File: src/rtl/uart_pkg.sv
// Shared types and helpers for the burst UART transmitter.
// Frame length accounts for the optional parity bit (UART_TX_PARITY_EN).
package uart_pkg;

  typedef enum logic [2:0] {
    S_IDLE,
    S_START,
    S_DATA,
    S_PARITY,
    S_STOP,
    S_GAP,
    S_DONE
  } tx_state_t;

  localparam logic UART_IDLE_LEVEL = 1'b1;

  function automatic int uart_frame_len(input int baud_div, input int data_w, input int stop_bits);
`ifdef UART_TX_PARITY_EN
    return (2 + data_w + stop_bits) * baud_div;
`else
    return (1 + data_w + stop_bits) * baud_div;
`endif
  endfunction

endpackage

File: src/rtl/uart_burst_tx_bit_shifter.sv
// uart_bit_shifter: loads a payload word and shifts it out LSB first.
// Even parity over the loaded word is kept when UART_TX_PARITY_EN is defined.
module uart_bit_shifter #(
  parameter int DATA_W = 8
) (
  input  logic              i_clk,
  input  logic              i_rst_n,
  input  logic              i_load,
  input  logic [DATA_W-1:0] i_word,
  input  logic              i_shift,
  output logic              o_bit,
  output logic              o_next_bit,
  output logic              o_last
`ifdef UART_TX_PARITY_EN
  ,
  output logic              o_parity
`endif
);

  localparam int IDX_W = $clog2(DATA_W);
  localparam logic [IDX_W-1:0] LAST_IDX = IDX_W'(DATA_W - 1);

  logic [DATA_W-1:0] r_shreg;
  logic [IDX_W-1:0]  r_idx;

  always_ff @(posedge i_clk) begin
    if (!i_rst_n) begin
      r_shreg <= '0;
      r_idx   <= '0;
    end else if (i_load) begin
      r_shreg <= i_word;
      r_idx   <= '0;
    end else if (i_shift) begin
      r_shreg <= r_shreg >> 1;
      r_idx   <= r_idx + IDX_W'(1);
    end
  end

`ifdef UART_TX_PARITY_EN
  logic r_parity;

  always_ff @(posedge i_clk) begin
    if (!i_rst_n) r_parity <= 1'b0;
    else if (i_load) r_parity <= ^i_word;
  end

  assign o_parity = r_parity;
`endif

  // o_next_bit lets the caller register tx in the same edge as the shift.
  assign o_bit      = r_shreg[0];
  assign o_next_bit = r_shreg[1];
  assign o_last     = (r_idx == LAST_IDX);

endmodule

File: src/rtl/uart_burst_tx.sv
// uart_burst_tx: sends num_bytes UART frames per start request with a programmable gap.
// Define UART_TX_PARITY_EN to insert an even-parity bit after the data bits.
module uart_burst_tx
  import uart_pkg::*;
#(
  parameter int BAUD_DIV  = 868,
  parameter int DATA_W    = 8,
  parameter int CNT_W     = 16,
  parameter int GAP_W     = 4,
  parameter int STOP_BITS = 1
) (
  input  logic              system_clock,
  input  logic              cpu_rst_n,
  input  logic              start,
  input  logic [DATA_W-1:0] data_in,
  input  logic [CNT_W-1:0]  num_bytes,
  input  logic [GAP_W-1:0]  gap_bits,
  input  logic              incr_mode,
  input  logic              abort,
  output logic              tx,
  output logic              busy,
  output logic              done,
  output logic              byte_strobe,
  output logic [CNT_W-1:0]  byte_count
);

  localparam int BAUD_W = $clog2(BAUD_DIV);
  localparam logic [BAUD_W-1:0] BAUD_RELOAD = BAUD_W'(BAUD_DIV - 1);

  tx_state_t         r_state, w_next_state;
  logic [BAUD_W-1:0] r_baud_cnt;
  logic [GAP_W-1:0]  r_gap_cnt, r_gap;
  logic              r_stop_idx;
  logic [DATA_W-1:0] r_payload;
  logic [CNT_W-1:0]  r_num, r_byte_count;
  logic              r_incr, r_tx, r_busy, r_done, r_strobe;

  logic              w_tick, w_last_stop, w_accept, w_reload;
  logic              w_count_up, w_load, w_shift, w_tx_next;
  logic              w_cur_bit, w_next_bit, w_last_bit;
  logic [CNT_W-1:0]  w_count_inc;
`ifdef UART_TX_PARITY_EN
  logic              w_parity;
`endif

  assign w_tick      = (r_baud_cnt == '0);
  assign w_last_stop = (STOP_BITS == 1) ? 1'b1 : r_stop_idx;
  assign w_accept    = (r_state == S_IDLE) && start;
  assign w_count_inc = r_byte_count + CNT_W'(1);
  assign w_reload    = (r_state == S_IDLE) || w_tick || (w_next_state != r_state);

  uart_bit_shifter #(.DATA_W(DATA_W)) u_shifter (
    .i_clk      (system_clock),
    .i_rst_n    (cpu_rst_n),
    .i_load     (w_load),
    .i_word     (r_payload),
    .i_shift    (w_shift),
    .o_bit      (w_cur_bit),
    .o_next_bit (w_next_bit),
    .o_last     (w_last_bit)
`ifdef UART_TX_PARITY_EN
    ,
    .o_parity   (w_parity)
`endif
  );

  always_ff @(posedge system_clock) begin
    if (!cpu_rst_n) r_state <= S_IDLE;
    else            r_state <= w_next_state;
  end

  always_comb begin
    w_next_state = r_state;
    w_count_up   = 1'b0;
    w_load       = 1'b0;
    w_shift      = 1'b0;
    w_tx_next    = UART_IDLE_LEVEL;
    case (r_state)
      S_IDLE:  if (start) w_next_state = (num_bytes == '0) ? S_DONE : S_START;
      S_START: if (w_tick) begin
        w_next_state = S_DATA;
        w_load       = 1'b1;
      end
      S_DATA:  if (w_tick) begin
        if (w_last_bit) begin
`ifdef UART_TX_PARITY_EN
          w_next_state = S_PARITY;
`else
          w_next_state = S_STOP;
`endif
        end else begin
          w_shift = 1'b1;
        end
      end
`ifdef UART_TX_PARITY_EN
      S_PARITY: if (w_tick) w_next_state = S_STOP;
`endif
      S_STOP:  if (w_tick && w_last_stop) begin
        w_count_up = 1'b1;
        if (w_count_inc == r_num) w_next_state = S_DONE;
        else if (r_gap == '0)     w_next_state = S_START;
        else                      w_next_state = S_GAP;
      end
      S_GAP:   if (w_tick && (r_gap_cnt == '0)) w_next_state = S_START;
      S_DONE:  w_next_state = S_IDLE;
      default: w_next_state = S_IDLE;
    endcase
    // Abort beats a frame ending in the same cycle: nothing is counted.
    if ((r_state != S_IDLE) && abort) begin
      w_next_state = S_IDLE;
      w_count_up   = 1'b0;
      w_load       = 1'b0;
      w_shift      = 1'b0;
    end
    case (w_next_state)
      S_START:  w_tx_next = 1'b0;
      S_DATA:   w_tx_next = w_load ? r_payload[0] : (w_shift ? w_next_bit : w_cur_bit);
`ifdef UART_TX_PARITY_EN
      S_PARITY: w_tx_next = w_parity;
`endif
      default:  w_tx_next = UART_IDLE_LEVEL;
    endcase
  end

  always_ff @(posedge system_clock) begin
    if (!cpu_rst_n) begin
      r_tx         <= UART_IDLE_LEVEL;
      r_busy       <= 1'b0;
      r_done       <= 1'b0;
      r_strobe     <= 1'b0;
      r_byte_count <= '0;
      r_payload    <= '0;
      r_num        <= '0;
      r_gap        <= '0;
      r_incr       <= 1'b0;
      r_baud_cnt   <= BAUD_RELOAD;
      r_gap_cnt    <= '0;
      r_stop_idx   <= 1'b0;
    end else begin
      r_tx     <= w_tx_next;
      r_busy   <= (w_next_state != S_IDLE) && (w_next_state != S_DONE);
      r_done   <= (r_state == S_DONE) && !abort;
      r_strobe <= w_count_up;
      if (w_accept) begin
        r_payload    <= data_in;
        r_num        <= num_bytes;
        r_gap        <= gap_bits;
        r_incr       <= incr_mode;
        r_byte_count <= '0;
      end else if (w_count_up) begin
        r_byte_count <= w_count_inc;
        if (r_incr) r_payload <= r_payload + DATA_W'(1);
      end
      if (w_reload) r_baud_cnt <= BAUD_RELOAD;
      else          r_baud_cnt <= r_baud_cnt - BAUD_W'(1);
      if ((w_next_state == S_GAP) && (r_state != S_GAP)) r_gap_cnt <= r_gap - GAP_W'(1);
      else if ((r_state == S_GAP) && w_tick)             r_gap_cnt <= r_gap_cnt - GAP_W'(1);
      if (r_state != S_STOP) r_stop_idx <= 1'b0;
      else if (w_tick)       r_stop_idx <= 1'b1;
    end
  end

  assign tx          = r_tx;
  assign busy        = r_busy;
  assign done        = r_done;
  assign byte_strobe = r_strobe;
  assign byte_count  = r_byte_count;

endmodule

File: config.mk
export PLATFORM = sky130hd
export DESIGN_NAME = uart_burst_tx
export DESIGN_NICKNAME = d
export VERILOG_FILES = /design/src/rtl/uart_pkg.sv /design/src/rtl/uart_burst_tx_bit_shifter.sv /design/src/rtl/uart_burst_tx.sv
export SDC_FILE = /design/constraint.sdc
export NUM_CORES = 1
export LEC_CHECK = 0
export ABC_AREA = 1
export BUFFER_PORTS_ARGS = -buffer_cell sky130_fd_sc_hd__buf_2
export CORE_ASPECT_RATIO = 0.75
export CORE_MARGIN = 2
export CORE_UTILIZATION = 30
export DETAILED_ROUTE_END_ITERATION = 8
export PLACE_DENSITY_LB_ADDON = 0.15
export RECOVER_POWER = 100
export SYNTH_ARGS = -nofsm -noshare
export SYNTH_HDL_FRONTEND = slang
export SYNTH_SLANG_ARGS = --single-unit
File: constraint.sdc
create_clock -name system_clock -period 4.14 [get_ports system_clock]
set_clock_uncertainty 0.05 [all_clocks]
set_input_delay 0.621 -clock system_clock [delete_from_list [all_inputs] [get_ports system_clock]]
set_output_delay 0.621 -clock system_clock [all_outputs]
set_load 0.1 [all_outputs]
# After elaboration in Yosys (flattened, before gate mapping)

Cells that the tools add are included.

Input bits: 33
Register bits after elaboration: 77
Word-level logic and storage cells: 89

Multiplexer cells: 30
Bitwise gates (word level): 1
Reduce and logical (&&, ||, !) cells: 25
Equal/unequal tests: 13
Add/sub/neg operators: 6

Operator list:

| cell                                                                  | number |
|---|---|
| 8-bit two-way mux                                                     | 5 |
| 3-bit two-way mux                                                     | 10 |
| 16-bit by 1-bit adder with 16-bit output, second input constant       | 1 |
| 16-bit equality test                                                  | 1 |
| 16-bit logical NOT                                                    | 1 |
| 3-bit equality test, second input constant                            | 5 |
| 3-bit one-hot mux with 5 select lines                                 | 1 |
| 1-bit two-way mux                                                     | 11 |
| 10-bit logical NOT                                                    | 1 |
| 10-bit by 1-bit subtractor with 10-bit output, second input constant  | 1 |
| 8-bit by 1-bit adder with 8-bit output, second input constant         | 1 |
| 4-bit logical NOT                                                     | 2 |
| 4-bit two-way mux                                                     | 2 |
| 2-bit nonzero test                                                    | 4 |
| 4-bit by 1-bit subtractor with 4-bit output, second input constant    | 2 |
| 1-bit logical AND                                                     | 7 |
| 3-bit by 1-bit equality test with 1-bit output, second input constant | 2 |
| 3-bit by 2-bit equality test with 1-bit output, second input constant | 2 |
| 3-bit inequality test, second input constant                          | 2 |
| 3-bit nonzero test                                                    | 2 |
| 2-bit OR reduction                                                    | 3 |
| 3-bit by 1-bit adder with 3-bit output, second input constant         | 1 |
| 3-bit logical NOT                                                     | 1 |
| 3-bit inequality test                                                 | 1 |
| other kinds (5)                                                       | 6 |

# Longest topological paths before layout

Gate-level depths: netlist of run 1.

Depth after elaboration: 9
Gate-level depth with buffers: 25

# By module

A second synthesis of run 1 with hierarchy kept.

Cell total of the unflattened synthesis: 640
Area, all modules: 4275.4 sq um

By module, submodules not included:

| module           | times used | area each (sq um) | cells an instance | seq. area each (sq um) |
|---|---|---|---|---|
| uart_burst_tx    | 1          | 3743.6            | 564               | 1321.3 |
| uart_bit_shifter | 1          | 531.8             | 76                | 220.2 |

# Least setup slack after synthesis of run 1

No wires, ideal clock.

Kind: register to register
Start: register r_byte_count[1] (netlist: byte_count[1])
End: register r_gap_cnt[2]
Required time: 3.974 ns
Setup slack: 0.665 ns
Arrival: 3.309 ns
Period minus slack after synthesis: 3.475 ns
Stages on the path, launching flop included: 24
Library setup time: 0.116 ns
Cell sequence: dfxtp_1 -> ha_1 -> nand2_2 -> nor2_4 -> nand2_1 -> nand2_1 -> nand2_1 -> nand2_1 -> nand2_1 -> nor2_1 -> nand3_2 -> nor2_2 -> nand2_2 -> nand3_2 -> nand2_1 -> nand2_2 -> nand4_2 -> nand2_1 -> nand2_2 -> ha_1 -> nand2_1 -> nand2_1 -> o211ai_1 -> inv_1

Word-level cells in the longest chain between the ends: 9

RTL lines:

| element                                                        | RTL line             | source |
|---|---|---|
| from (decl)                                                    | uart_burst_tx.sv:35  | `logic [CNT_W-1:0] r_num, r_byte_count;` |
| from (signal assigned)                                         | uart_burst_tx.sv:151 | `r_byte_count <= w_count_inc;` |
| 16-bit by 1-bit adder with 16-bit output *                     | uart_burst_tx.sv:49  | `assign w_count_inc = r_byte_count + CNT_W'(1);` |
| 16-bit equality test *                                         | uart_burst_tx.sv:100 | `if (w_count_inc == r_num) w_next_state = S_DONE;` |
| 3-bit two-way mux *                                            | uart_burst_tx.sv:100 |  |
| 3-bit two-way mux *                                            | uart_burst_tx.sv:98  | `S_STOP: if (w_tick && w_last_stop) begin` |
| 3-bit one-hot mux with 5 select lines *                        | uart_burst_tx.sv:78  | `case (r_state)` |
| 3-bit two-way mux *                                            | uart_burst_tx.sv:109 | `if ((r_state != S_IDLE) && abort) begin` |
| 3-bit equality test *                                          | uart_burst_tx.sv:156 | `if ((w_next_state == S_GAP) && (r_state != S_GAP)) r_gap_cnt <= r_gap - GAP_W'(1);` |
| 1-bit logical AND *                                            | uart_burst_tx.sv:156 |  |
| 4-bit two-way mux / 2-bit nonzero test (equally long branches) | -                    |  |
| to (signal assigned)                                           | uart_burst_tx.sv:156 |  |
| to (signal assigned)                                           | uart_burst_tx.sv:157 | `else if ((r_state == S_GAP) && w_tick) r_gap_cnt <= r_gap_cnt - GAP_W'(1);` |
| to (decl)                                                      | uart_burst_tx.sv:32  | `logic [GAP_W-1:0] r_gap_cnt, r_gap;` |

Mark *: on every way between the ends. The rest lies on a longest branch, timed or not.
A chain may end at the register's enable or synchronous reset.

# Worst setup path in the final report of run 1

Start: register r_byte_count[1] (netlist: byte_count[1])
End: register r_baud_cnt[2]

Word-level cells in the longest chain between the ends: 9

RTL lines:

| element                                  | RTL line             | source |
|---|---|---|
| 16-bit by 1-bit adder with 16-bit output | uart_burst_tx.sv:49  |  |
| 16-bit equality test                     | uart_burst_tx.sv:100 |  |
| 3-bit two-way mux                        | uart_burst_tx.sv:100 |  |
| 3-bit two-way mux                        | uart_burst_tx.sv:98  |  |
| 3-bit one-hot mux with 5 select lines    | uart_burst_tx.sv:78  |  |
| 3-bit two-way mux                        | uart_burst_tx.sv:109 |  |
| 3-bit inequality test                    | uart_burst_tx.sv:50  | `assign w_reload = (r_state == S_IDLE) \|\| w_tick \|\| (w_next_state != r_state);` |
| 1-bit logical OR                         | uart_burst_tx.sv:50  |  |
| 2-bit OR reduction (no line)             | -                    |  |
| to (signal assigned)                     | uart_burst_tx.sv:155 | `else r_baud_cnt <= r_baud_cnt - BAUD_W'(1);` |
| to (decl)                                | uart_burst_tx.sv:31  | `logic [BAUD_W-1:0] r_baud_cnt;` |

Every way passes these cells.

==> out/metrics.cfg, run 1 <==
[sta]
grt_setup_unrepaired=no
hold_violations=0
timing.final.ws_setup_ps=800
max_freq_ghz=0.299
finalSetupTns_ps=0
setup_violations=0
tightestPinTransition_ps=2000
finalCriticalPeriod_ps=3340
maxSlewViolCount=49
maxSlewHeadroom=-0.334
post-route-period-util=0.807

[floorplan]
coreArea_um2=13700
start_util=0.307
row_count=37
chipWidth_um=140
floorplan.io_pins=53
die_height_um=106
die_area_um2=14900

[setup_path]
reg2reg_depth=19
r2r_end=r_baud_cnt[2]
endpoint_type_of_the_worst_setup_path=flip-flop
worstPathArrival_ps=3550
r2r-start=byte_count[1]
criticalPathCategory=reg2reg
timing.critical_path.fanout_max=7
r2r_setup_slack_ps=800
setup.worst_path.start_class=flip-flop
timing.critical_path.required_ps=4350
timing.critical_path.from=byte_count[1]

[clock_tree]
tritoncts=done
tritoncts_num_sinks=77
postCtsSetupBuffers=0
cts.clk_slew.worst_paths_ps=50
post_cts_hold_buffer_count=0
cts-resized-gates=0
htree_num_levels=3
clock_path_buffers=2
ctsRootBufferMaster=sky130_fd_sc_hd__clkbuf_16
clk-insertion-delay-late_ps=330
cts_buf_count=9

[global_route]
grt_overflow_total=0
grt_antenna_before_repair=0
grt_pass1_vias=3750
grt_first_pass_wirelength_um=18500
pin_count_of_the_biggest_net_entering_global_routing=49
grt_util_all_layers=0.155

[yosys]
synth_flop_cell=sky130_fd_sc_hd__dfxtp_1
postSynthAreaPerCell_um2=6.72
synth.top_cells.by_count=sky130_fd_sc_hd__nand2_1 (151), sky130_fd_sc_hd__inv_1 (86), sky130_fd_sc_hd__dfxtp_1 (77)
post_synth_inst_count=623
ys.warnings.count=0
postSynth.asyncResetShare=0
yosys.area.top_type=sky130_fd_sc_hd__dfxtp_1
syn_area_um2=4190
yosysTopAreaCellShare=0.368
yosys.cell_count.top_type=sky130_fd_sc_hd__nand2_1
ys_top_cells_by_area=sky130_fd_sc_hd__dfxtp_1 (37%), sky130_fd_sc_hd__nand2_1 (14%), sky130_fd_sc_hd__inv_1 (7.7%)
nets_in_the_synthesized_netlist=662
yosys_register_bits=77
seq_area_frac_synth=0.368
yosysUniqueCellTypes=39
count_of_flip_flops_with_a_built_in_enable_after_synthesis=0

[place]
placed_cells_incl_taps=840
pre_cts_slack_ps=1090
placed_cell_area_um2=4650
gp_congestion=0.816
post-dp-hpwl_um=8290
placement.io_buffers=52

[outcome]
run_status=complete, but fails checks
violations=max-capacitance violations, max-slew violations

[finish]
post_route_cells_drive_above_1_share=0.120
final_cell_count_no_fill=856
layout-area-overhead-vs-synth_pct=16.0
stdcell_area_um2=4860
layout.nets=715
final_antenna_diode_count=0
num-fill-cells=1483

[hold_path]
min_path_type=reg2reg
hold_start=r_baud_cnt[0]
worstHoldEndpoint=r_baud_cnt[0]
hold-path-cell-count=1

[pwr]
netSwitchingFraction=0.255
comb_power_share=0.101
power.static_leakage_nw=2.01
p_int_mw=1.31
total_power_mw=1.76
ir_worst_vdd_v=0.000204
pwr_density_cell_nw_per_um2=361
seq_power_share=0.449
power.net_switching_uw=447
power.clock.fraction=0.450

[routing]
dr.first_iter.drc_count=283
drt.antenna.violating_nets=0
route.vias.total=4066
routed_wire_length_per_instance_um=13.0
number_of_iterations_in_the_first_detailed_routing_pass=5
drc=0
wirelength_um=11200
route.detailed.vias_per_inst=4.75

[flow_run]
cap_violations=1

-- worst max path at each step --
stage                          to  slack [ps]  cells after the start
floorplan            r_gap_cnt[2]         660                     23
global placement     r_gap_cnt[2]        1120                     25
detailed placement   r_gap_cnt[2]        1090                     23
CTS                  r_gap_cnt[2]        1060                     23
global route        r_baud_cnt[2]         320                     19
finish              r_baud_cnt[2]         800                     19
-- cell families after synthesis --
family,count (synthesis),synth area share
simple gates,304,0.339
flops,77,0.368
fa+ha+maj,6,0.0179
buf+inv,107,0.0962
compound gates,119,0.158
xor+xnor,10,0.0209
-- layout make-up --
| class | count | area (um2) | share of cell area |
|---|---|---|---|
| multi-input cells | 439 | 2190 | 0.451 |
| flip-flops and latches | 77 | 1540 | 0.317 |
| clock buffers | 12 | 246 | 0.0508 |
| well taps | 175 | 219 | 0.0451 |
| clock inverters | 4 | 47.5 | 0.00979 |
| repair buffers | 57 | 264 | 0.0544 |
| inverters | 92 | 345 | 0.0711 |
-- metrics by stage --
stage | hold WS [ps] | utilization
floorplan | 338 | -
global placement | 353 | 0.340
detailed placement | 358 | 0.340
CTS | 370 | 0.362
global route | 384 | 0.356
finish | 371 | 0.356
-- power groups by stage --
stage	logic (mW)	registers (mW)	clock network, mW
after floorplan	0.112	0.815	0
after global placement	0.183	0.803	0
after detailed placement	0.183	0.804	0
after CTS	0.184	0.787	0.819
after global routing	0.204	0.791	0.848
final	0.178	0.788	0.790
-- flip-flops by register name, summed over array words and instances, names as in the netlist, 4 cells and up --
register and count:
r_gap 4, r_num 16, r_gap_cnt 4, r_payload 8, r_baud_cnt 10, u_shifter.r_shreg 8, byte_count 16
-- layout by cell type, fill, tap and decap left out, drive strengths merged --
cell      Yosys  final
nand4        10     10
nor4          4      4
clkinv        3      5
o21bai        1      1
nand3        44     44
nand2       165    165
and2          2      2
xnor2         1      1
ha            6      6
o2111ai       1      1
dfxtp        77     77
o221ai        7      7
a31oi        12     12
xor2          9      9
a21oi        43     43
or2           7      7
a211oi        1      1
nor3b         1      1
o21ai        53     53
clkinvlp      0      1
nor2         61     61
clkbuf       12     35
o211ai        1      1
buf           3     34
nand3b        1      1
bufinv        0      1
nor3          9      9
inv          89     89
-- routing by layer --
layer | vias to the layer above | routed length, um | track usage
li1 | 2134 | - | -
met1 | 1851 | 5960 | 0.219
met2 | 74 | 4620 | 0.236
met3 | 7 | 458 | 0.0356
met4 | 0 | 117 | 0.0455
met5 | - | 0 | 0
-- critical path, stage by stage (launching register included) --
cell and delay (ps):
sky130_fd_sc_hd__dfxtp_1 440, sky130_fd_sc_hd__ha_1 250, sky130_fd_sc_hd__nand3_1 150, sky130_fd_sc_hd__nor2_1 320
sky130_fd_sc_hd__nand4_1 170, sky130_fd_sc_hd__nand3_1 120, sky130_fd_sc_hd__nand2_1 60, sky130_fd_sc_hd__nor2_1 80
sky130_fd_sc_hd__nand2_1 50, sky130_fd_sc_hd__nor2_1 140, sky130_fd_sc_hd__nand2_1 130, sky130_fd_sc_hd__nand3_1 90
sky130_fd_sc_hd__nand2_1 50, sky130_fd_sc_hd__nand2_1 130, sky130_fd_sc_hd__nand2_1 150, sky130_fd_sc_hd__xor2_1 170
sky130_fd_sc_hd__nand2_1 60, sky130_fd_sc_hd__nor2_1 390, sky130_fd_sc_hd__inv_2 120, sky130_fd_sc_hd__a21oi_1 150
(Power assumes the default switching activity.)
==> inputs of run 2 (changes only) <==
==> constraint.sdc (replaced) <==
create_clock -name system_clock -period 3.4 [get_ports system_clock]
set_clock_uncertainty 0.05 [all_clocks]
set_input_delay 0.51 -clock system_clock [delete_from_list [all_inputs] [get_ports system_clock]]
set_output_delay 0.51 -clock system_clock [all_outputs]
set_load 0.1 [all_outputs]
==> run 2 against run 1 <==
  * The flow now finishes without violations
  * Cell area is 0.82% higher
  * Sequential cell count unchanged
  * Wire length rose by 1.3%
  * Register-to-register slack worse by 440 ps
  * First-iteration DRC count shrank 7.8%
  * Highest routed layer unchanged
==> out/metrics.cfg, run 2 (same netlist as run 1, synthesis figures left out) <==
[sta]
post-route-period-util=0.894  ; was 0.807
finalCriticalPeriod_ps=3040  ; was 3340 ps
tightestPinTransition_ps=1180  ; was 2000 ps
grt_setup_unrepaired=no  ; unchanged
maxSlewHeadroom=0.219  ; was -0.334
hold_violations=0  ; unchanged
finalHoldWorstSlack_ps=367  ; was 371 ps
setup_violations=0  ; unchanged
max_freq_ghz=0.329  ; was 0.299 GHz
maxSlewViolCount=0  ; was 49
finalSetupTns_ps=0  ; unchanged

[setup_path]
setup.worst_path.start_class=flip-flop  ; unchanged
worstPathArrival_ps=3220  ; was 3550 ps
timing.critical_path.required_ps=3580  ; was 4350 ps
criticalPathCategory=reg2reg  ; unchanged
r2r_setup_slack_ps=360  ; was 800 ps
timing.critical_path.fanout_max=6  ; was 7
endpoint_type_of_the_worst_setup_path=flip-flop  ; unchanged

[routing]
dr.first_iter.drc_count=261  ; was 283
drc=0  ; unchanged
number_of_iterations_in_the_first_detailed_routing_pass=5  ; unchanged
routed_wire_length_per_instance_um=13.2  ; was 13.0 um
route.detailed.vias_per_inst=4.81  ; was 4.75
drt.antenna.violating_nets=0  ; unchanged
wirelength_um=11300  ; was 11200 um
route.vias.total=4131  ; was 4066

[floorplan]
start_util=0.307  ; unchanged
die_height_um=106  ; unchanged
floorplan.io_pins=53  ; unchanged
coreArea_um2=13700  ; unchanged
row_count=37  ; unchanged
die_area_um2=14900  ; unchanged
chipWidth_um=140  ; unchanged

[place]
post-dp-hpwl_um=8450  ; was 8290 um
placed_cell_area_um2=4660  ; was 4650 um2
gp_congestion=0.810  ; was 0.816
placement.io_buffers=52  ; unchanged

[global_route]
grt_overflow_total=0  ; unchanged
grt_first_pass_wirelength_um=19400  ; was 18500 um
grt_util_all_layers=0.161  ; was 0.155
pin_count_of_the_biggest_net_entering_global_routing=49  ; unchanged
grt_pass1_vias=3925  ; was 3750
grt_antenna_before_repair=0  ; unchanged

[flow_run]
cap_violations=0  ; was 1

[clock_tree]
tritoncts=done  ; unchanged
clk-insertion-delay-late_ps=330  ; about the same
tritoncts_num_sinks=77  ; unchanged
ctsRootBufferMaster=sky130_fd_sc_hd__clkbuf_16  ; unchanged
post_cts_hold_buffer_count=0  ; unchanged
clock_path_buffers=2  ; unchanged
htree_num_levels=3  ; unchanged
cts_buf_count=9  ; unchanged
cts.clk_slew.worst_paths_ps=60  ; was 50 ps

[pwr]
pwr_density_cell_nw_per_um2=427  ; was 361 nW/um2
power.static_leakage_nw=2.02  ; was 2.01 nW
ir_worst_vdd_v=0.000233  ; was 0.000204 V
total_power_mw=2.09  ; was 1.76 mW

[finish]
mostFrequentLayoutCells=sky130_fd_sc_hd__nand2_1 (151), sky130_fd_sc_hd__inv_1 (86), sky130_fd_sc_hd__dfxtp_1 (75)  ; was sky130_fd_sc_hd__nand2_1 (154), sky130_fd_sc_hd__inv_1 (87), sky130_fd_sc_hd__dfxtp_1 (77)
layout.nets=718  ; was 715
layout.cells.most_common=sky130_fd_sc_hd__nand2_1  ; unchanged
layout-area-overhead-vs-synth_pct=16.9  ; was 16.0%
stdcell_area_um2=4900  ; was 4860 um2
post_route_cells_drive_above_1_share=0.143  ; was 0.120
final_antenna_diode_count=0  ; unchanged

[outcome]
run_status=finished clean  ; was complete, but fails checks

[hold_path]
min_path_type=reg2reg  ; unchanged

-- run 2: worst paths after layout --
path	startpoint	end	cells past startpoint
max	byte_count[1]	r_gap_cnt[2]	26
min reg2reg	r_baud_cnt[0]	r_baud_cnt[0]	1
max reg2reg	byte_count[1]	r_gap_cnt[2]	26
min	r_baud_cnt[0]	r_baud_cnt[0]	1
-- run 2: area by class of cell --
cell class / instances / area [um2]
clock buffers: 13 / 260
clock inverters: 3 / 20.0
fillers: 1490 / 8760
inverters: 92 / 345
multi-input cells: 439 / 2220
flip-flops and latches: 77 / 1540
well taps: 175 / 219
repair buffers: 60 / 288
-- run 2: critical path, stage by stage (launching register included) --
cell,delay [ps]
sky130_fd_sc_hd__dfxtp_2,380
sky130_fd_sc_hd__ha_2,220
sky130_fd_sc_hd__nand2_2,90
sky130_fd_sc_hd__nor2_4,200
sky130_fd_sc_hd__buf_4,140
sky130_fd_sc_hd__nand2_1,60
sky130_fd_sc_hd__nand2_1,100
sky130_fd_sc_hd__nand2_1,50
sky130_fd_sc_hd__nand2_1,50
sky130_fd_sc_hd__nand2_1,50
sky130_fd_sc_hd__nor2_1,140
sky130_fd_sc_hd__nand3_2,80
sky130_fd_sc_hd__nor2_2,110
sky130_fd_sc_hd__nand2_2,90
sky130_fd_sc_hd__nand2_1,70
sky130_fd_sc_hd__nand2_1,50
sky130_fd_sc_hd__nand2_1,50
sky130_fd_sc_hd__nand2_1,90
sky130_fd_sc_hd__nand2_2,130
sky130_fd_sc_hd__nor2_4,70
sky130_fd_sc_hd__nand2_2,70
sky130_fd_sc_hd__nand2_2,60
sky130_fd_sc_hd__ha_1,210
sky130_fd_sc_hd__nand2_1,60
sky130_fd_sc_hd__nand2_1,40
sky130_fd_sc_hd__o211ai_1,170
sky130_fd_sc_hd__inv_1,50
-- run 2: metal layers --
metal | GRT usage | share of wire | vias up
met1 | 0.228 | 0.52 | 1894
met5 | 0 | 0 | -
li1 | - | - | 2142
met3 | 0.0369 | 0.048 | 13
met4 | 0.0534 | 0.015 | 0
met2 | 0.241 | 0.42 | 82
-- run 2: repair_timing --
| action | 4_1_cts | 5_1_grt |
|---|---|---|
| endpoints found under the setup margin | 0 | 1 |
| buffers inserted | 0 | 2 |
| resized for setup | 0 | 1 |
-- run 2: metrics by stage --
| stage | util | instances | setup WS [ps] |
|---|---|---|---|
| floorplan | - | 623 | 120 |
| global placement | 0.341 | 841 | 477 |
| detailed placement | 0.341 | 841 | 438 |
| CTS | 0.362 | 857 | 423 |
| global route | 0.358 | 859 | 26.8 |
| finish | 0.358 | 859 | 359 |
-- run 2: power breakdown --
group / internal [mW] / switching (mW)
registers: 0.939 / 0.0207
logic: 0.0656 / 0.153
clock network: 0.534 / 0.377
total: 1.54 / 0.551
==> inputs of run 3 (changes only) <==
--- a/config.mk
+++ b/config.mk
@@ -7,12 +7,15 @@
 export LEC_CHECK = 0
 export ABC_AREA = 1
 export BUFFER_PORTS_ARGS = -buffer_cell sky130_fd_sc_hd__buf_2
+export CELL_PAD_IN_SITES_DETAIL_PLACEMENT = 0
+export CELL_PAD_IN_SITES_GLOBAL_PLACEMENT = 1
 export CORE_ASPECT_RATIO = 0.75
 export CORE_MARGIN = 2
 export CORE_UTILIZATION = 30
 export DETAILED_ROUTE_END_ITERATION = 8
 export PLACE_DENSITY_LB_ADDON = 0.15
 export RECOVER_POWER = 100
+export REMOVE_ABC_BUFFERS = 1
 export SYNTH_ARGS = -nofsm -noshare
 export SYNTH_HDL_FRONTEND = slang
 export SYNTH_SLANG_ARGS = --single-unit
==> run 3 against run 2 <==
  * Cell area about the same
  * Register-to-register slack improved by 20 ps
  * Setup slack improved by 20 ps
  * Global-route usage increased by 0.53 points
  * Critical path depth decreased by 3
  * Cell count decreased by 0.23%
  * Hold slack improved by 8.8 ps
  * Core utilization about the same
  * Highest routed layer unchanged
==> out/metrics.cfg, run 3 (same netlist as run 1, synthesis figures left out) <==
[pwr]
p_int_mw=1.58  ; was 1.54 mW
pwr_density_cell_nw_per_um2=441  ; was 427 nW/um2
total_power_mw=2.16  ; was 2.09 mW
netSwitchingFraction=0.271  ; was 0.264
power.static_leakage_nw=2.01  ; was 2.02 nW
comb_power_share=0.101  ; was 0.104
power.net_switching_uw=585  ; was 551 uW
ir_worst_vdd_v=0.000261  ; was 0.000233 V
power.clock.fraction=0.455  ; was 0.436
seq_power_share=0.444  ; was 0.460

[place]
placement.io_buffers=52  ; unchanged
gp_congestion=0.831  ; was 0.810
pre_cts_slack_ps=376  ; was 438 ps
post-dp-hpwl_um=8690  ; was 8450 um
placed_cells_incl_taps=841  ; unchanged

[sta]
max_freq_ghz=0.331  ; was 0.329 GHz
finalHoldWorstSlack_ps=375  ; was 367 ps
hold_violations=0  ; unchanged
grt_setup_unrepaired=no  ; unchanged
maxSlewViolCount=0  ; unchanged
tightestPinTransition_ps=1220  ; was 1180 ps
setup_violations=0  ; unchanged
maxSlewHeadroom=0.193  ; was 0.219
post-route-period-util=0.889  ; was 0.894
timing.final.ws_setup_ps=378  ; was 359 ps
finalCriticalPeriod_ps=3020  ; was 3040 ps

[finish]
layout-area-overhead-vs-synth_pct=16.9  ; about the same
layout.cells.most_common=sky130_fd_sc_hd__nand2_1  ; unchanged
post_route_cells_drive_above_1_share=0.138  ; was 0.143
final_cell_count_no_fill=857  ; was 859
layout.nets=716  ; was 718
final_antenna_diode_count=0  ; unchanged
mostFrequentLayoutCells=sky130_fd_sc_hd__nand2_1 (151), sky130_fd_sc_hd__inv_1 (88), sky130_fd_sc_hd__dfxtp_1 (75)  ; was sky130_fd_sc_hd__nand2_1 (151), sky130_fd_sc_hd__inv_1 (86), sky130_fd_sc_hd__dfxtp_1 (75)

[clock_tree]
cts_buf_count=9  ; unchanged
clock_path_buffers=2  ; unchanged
cts.clk_slew.worst_paths_ps=60  ; about the same
post_cts_hold_buffer_count=0  ; unchanged
ctsRootBufferMaster=sky130_fd_sc_hd__clkbuf_16  ; unchanged
htree_num_levels=3  ; unchanged
postCtsSetupBuffers=0  ; unchanged
tritoncts_num_sinks=77  ; unchanged
tritoncts=done  ; unchanged
clk-insertion-delay-late_ps=350  ; was 330 ps

[global_route]
grt_overflow_total=0  ; unchanged
grt_pass1_vias=3861  ; was 3925
pin_count_of_the_biggest_net_entering_global_routing=49  ; unchanged
grt_antenna_before_repair=0  ; unchanged
grt_util_all_layers=0.166  ; was 0.161
grt_first_pass_wirelength_um=19400  ; about the same

[hold_path]
min_path_type=reg2reg  ; unchanged

[floorplan]
coreArea_um2=13700  ; unchanged
start_util=0.307  ; unchanged
chipWidth_um=140  ; unchanged
die_area_um2=14900  ; unchanged
die_height_um=106  ; unchanged
row_count=37  ; unchanged
floorplan.io_pins=53  ; unchanged

[setup_path]
worstPathArrival_ps=3210  ; was 3220 ps
timing.critical_path.fanout_max=7  ; was 6
criticalPathCategory=reg2reg  ; unchanged
endpoint_type_of_the_worst_setup_path=flip-flop  ; unchanged
timing.critical_path.required_ps=3590  ; was 3580 ps
setup.worst_path.start_class=flip-flop  ; unchanged

[routing]
number_of_iterations_in_the_first_detailed_routing_pass=4  ; was 5
drc=0  ; unchanged
drt.antenna.violating_nets=0  ; unchanged
routed_wire_length_per_instance_um=13.5  ; was 13.2 um
dr.first_iter.drc_count=162  ; was 261
wirelength_um=11600  ; was 11300 um
route.detailed.vias_per_inst=4.63  ; was 4.81
route.vias.total=3970  ; was 4131

[outcome]
run_status=finished clean  ; unchanged

[flow_run]
cap_violations=0  ; unchanged

-- run 3: cell types whose count changed in the layout (fill, tap and decap cells not counted), sizes merged --
cell,previous run,this run
bufinv,0,1
clkinvlp,2,3
clkinv,4,5
inv,89,90
clkbuf,36,33
buf,37,34
-- run 3: area by class of cell --
class	instances	area, um2
repair buffers	58	269
fillers	1487	8760
clock inverters	7	75.1
flip-flops and latches	77	1540
clock buffers	9	225
well taps	175	219
multi-input cells	439	2220
inverters	92	345
-- run 3: power groups by stage --
stage	Combinational (mW)	Sequential, mW	Clock [mW]
global placement	0.223	0.979	0
global route	0.250	0.964	1.06
detailed placement	0.224	0.979	0
floorplan	0.127	0.992	0
finish	0.218	0.959	0.984
CTS	0.225	0.959	1.02
-- run 3: path summary, 6_finish.rpt --
kind	from	endpoint	slack (ps)	depth (start not counted)
min reg2reg	r_baud_cnt[0]	r_baud_cnt[0]	380	1
max	byte_count[1]	r_gap_cnt[2]	380	23
max reg2reg	byte_count[1]	r_gap_cnt[2]	380	23
min	r_baud_cnt[0]	r_baud_cnt[0]	380	1
-- run 3: critical path, cell delays in order, from the launching register on --
cell and delay, ps:
sky130_fd_sc_hd__dfxtp_2 370, sky130_fd_sc_hd__ha_2 220, sky130_fd_sc_hd__nand2_2 90, sky130_fd_sc_hd__nor2_4 210
sky130_fd_sc_hd__nand2_1 100, sky130_fd_sc_hd__nand2_1 90, sky130_fd_sc_hd__nand2_1 50, sky130_fd_sc_hd__nand2_1 60
sky130_fd_sc_hd__nand2_1 70, sky130_fd_sc_hd__nor2_1 140, sky130_fd_sc_hd__nand3_2 100, sky130_fd_sc_hd__nor2_2 100
sky130_fd_sc_hd__nand2_2 80, sky130_fd_sc_hd__nand3_2 60, sky130_fd_sc_hd__nand2_1 60, sky130_fd_sc_hd__nand2_2 90
sky130_fd_sc_hd__nand4_1 200, sky130_fd_sc_hd__nand2_1 160, sky130_fd_sc_hd__nand2_2 80, sky130_fd_sc_hd__ha_1 200
sky130_fd_sc_hd__nand2_1 60, sky130_fd_sc_hd__nand2_1 50, sky130_fd_sc_hd__o211ai_1 170, sky130_fd_sc_hd__inv_1 50
-- run 3: repair_timing --
action,in CTS,in global routing
gates resized for setup,0,3
hold endpoints to repair,0,0
endpoints found under the setup margin,0,1
-- run 3: routing by layer --
metal	GRT usage	vias to the layer above	wire [um]
met5	0	-	0
met4	0.0534	0	109
met3	0.0495	12	598
met2	0.247	75	4760
met1	0.231	1747	6100
li1	-	2136	-
-- run 3: through the flow --
step	area, um2	utilization	setup TNS, ps
2_1_floorplan	4130	-	-106
3_3_place_gp	4650	0.341	0
3_5_place_dp	4650	0.341	0
4_1_cts	4950	0.363	0
5_1_grt	4900	0.359	0
6_report	4900	0.359	0
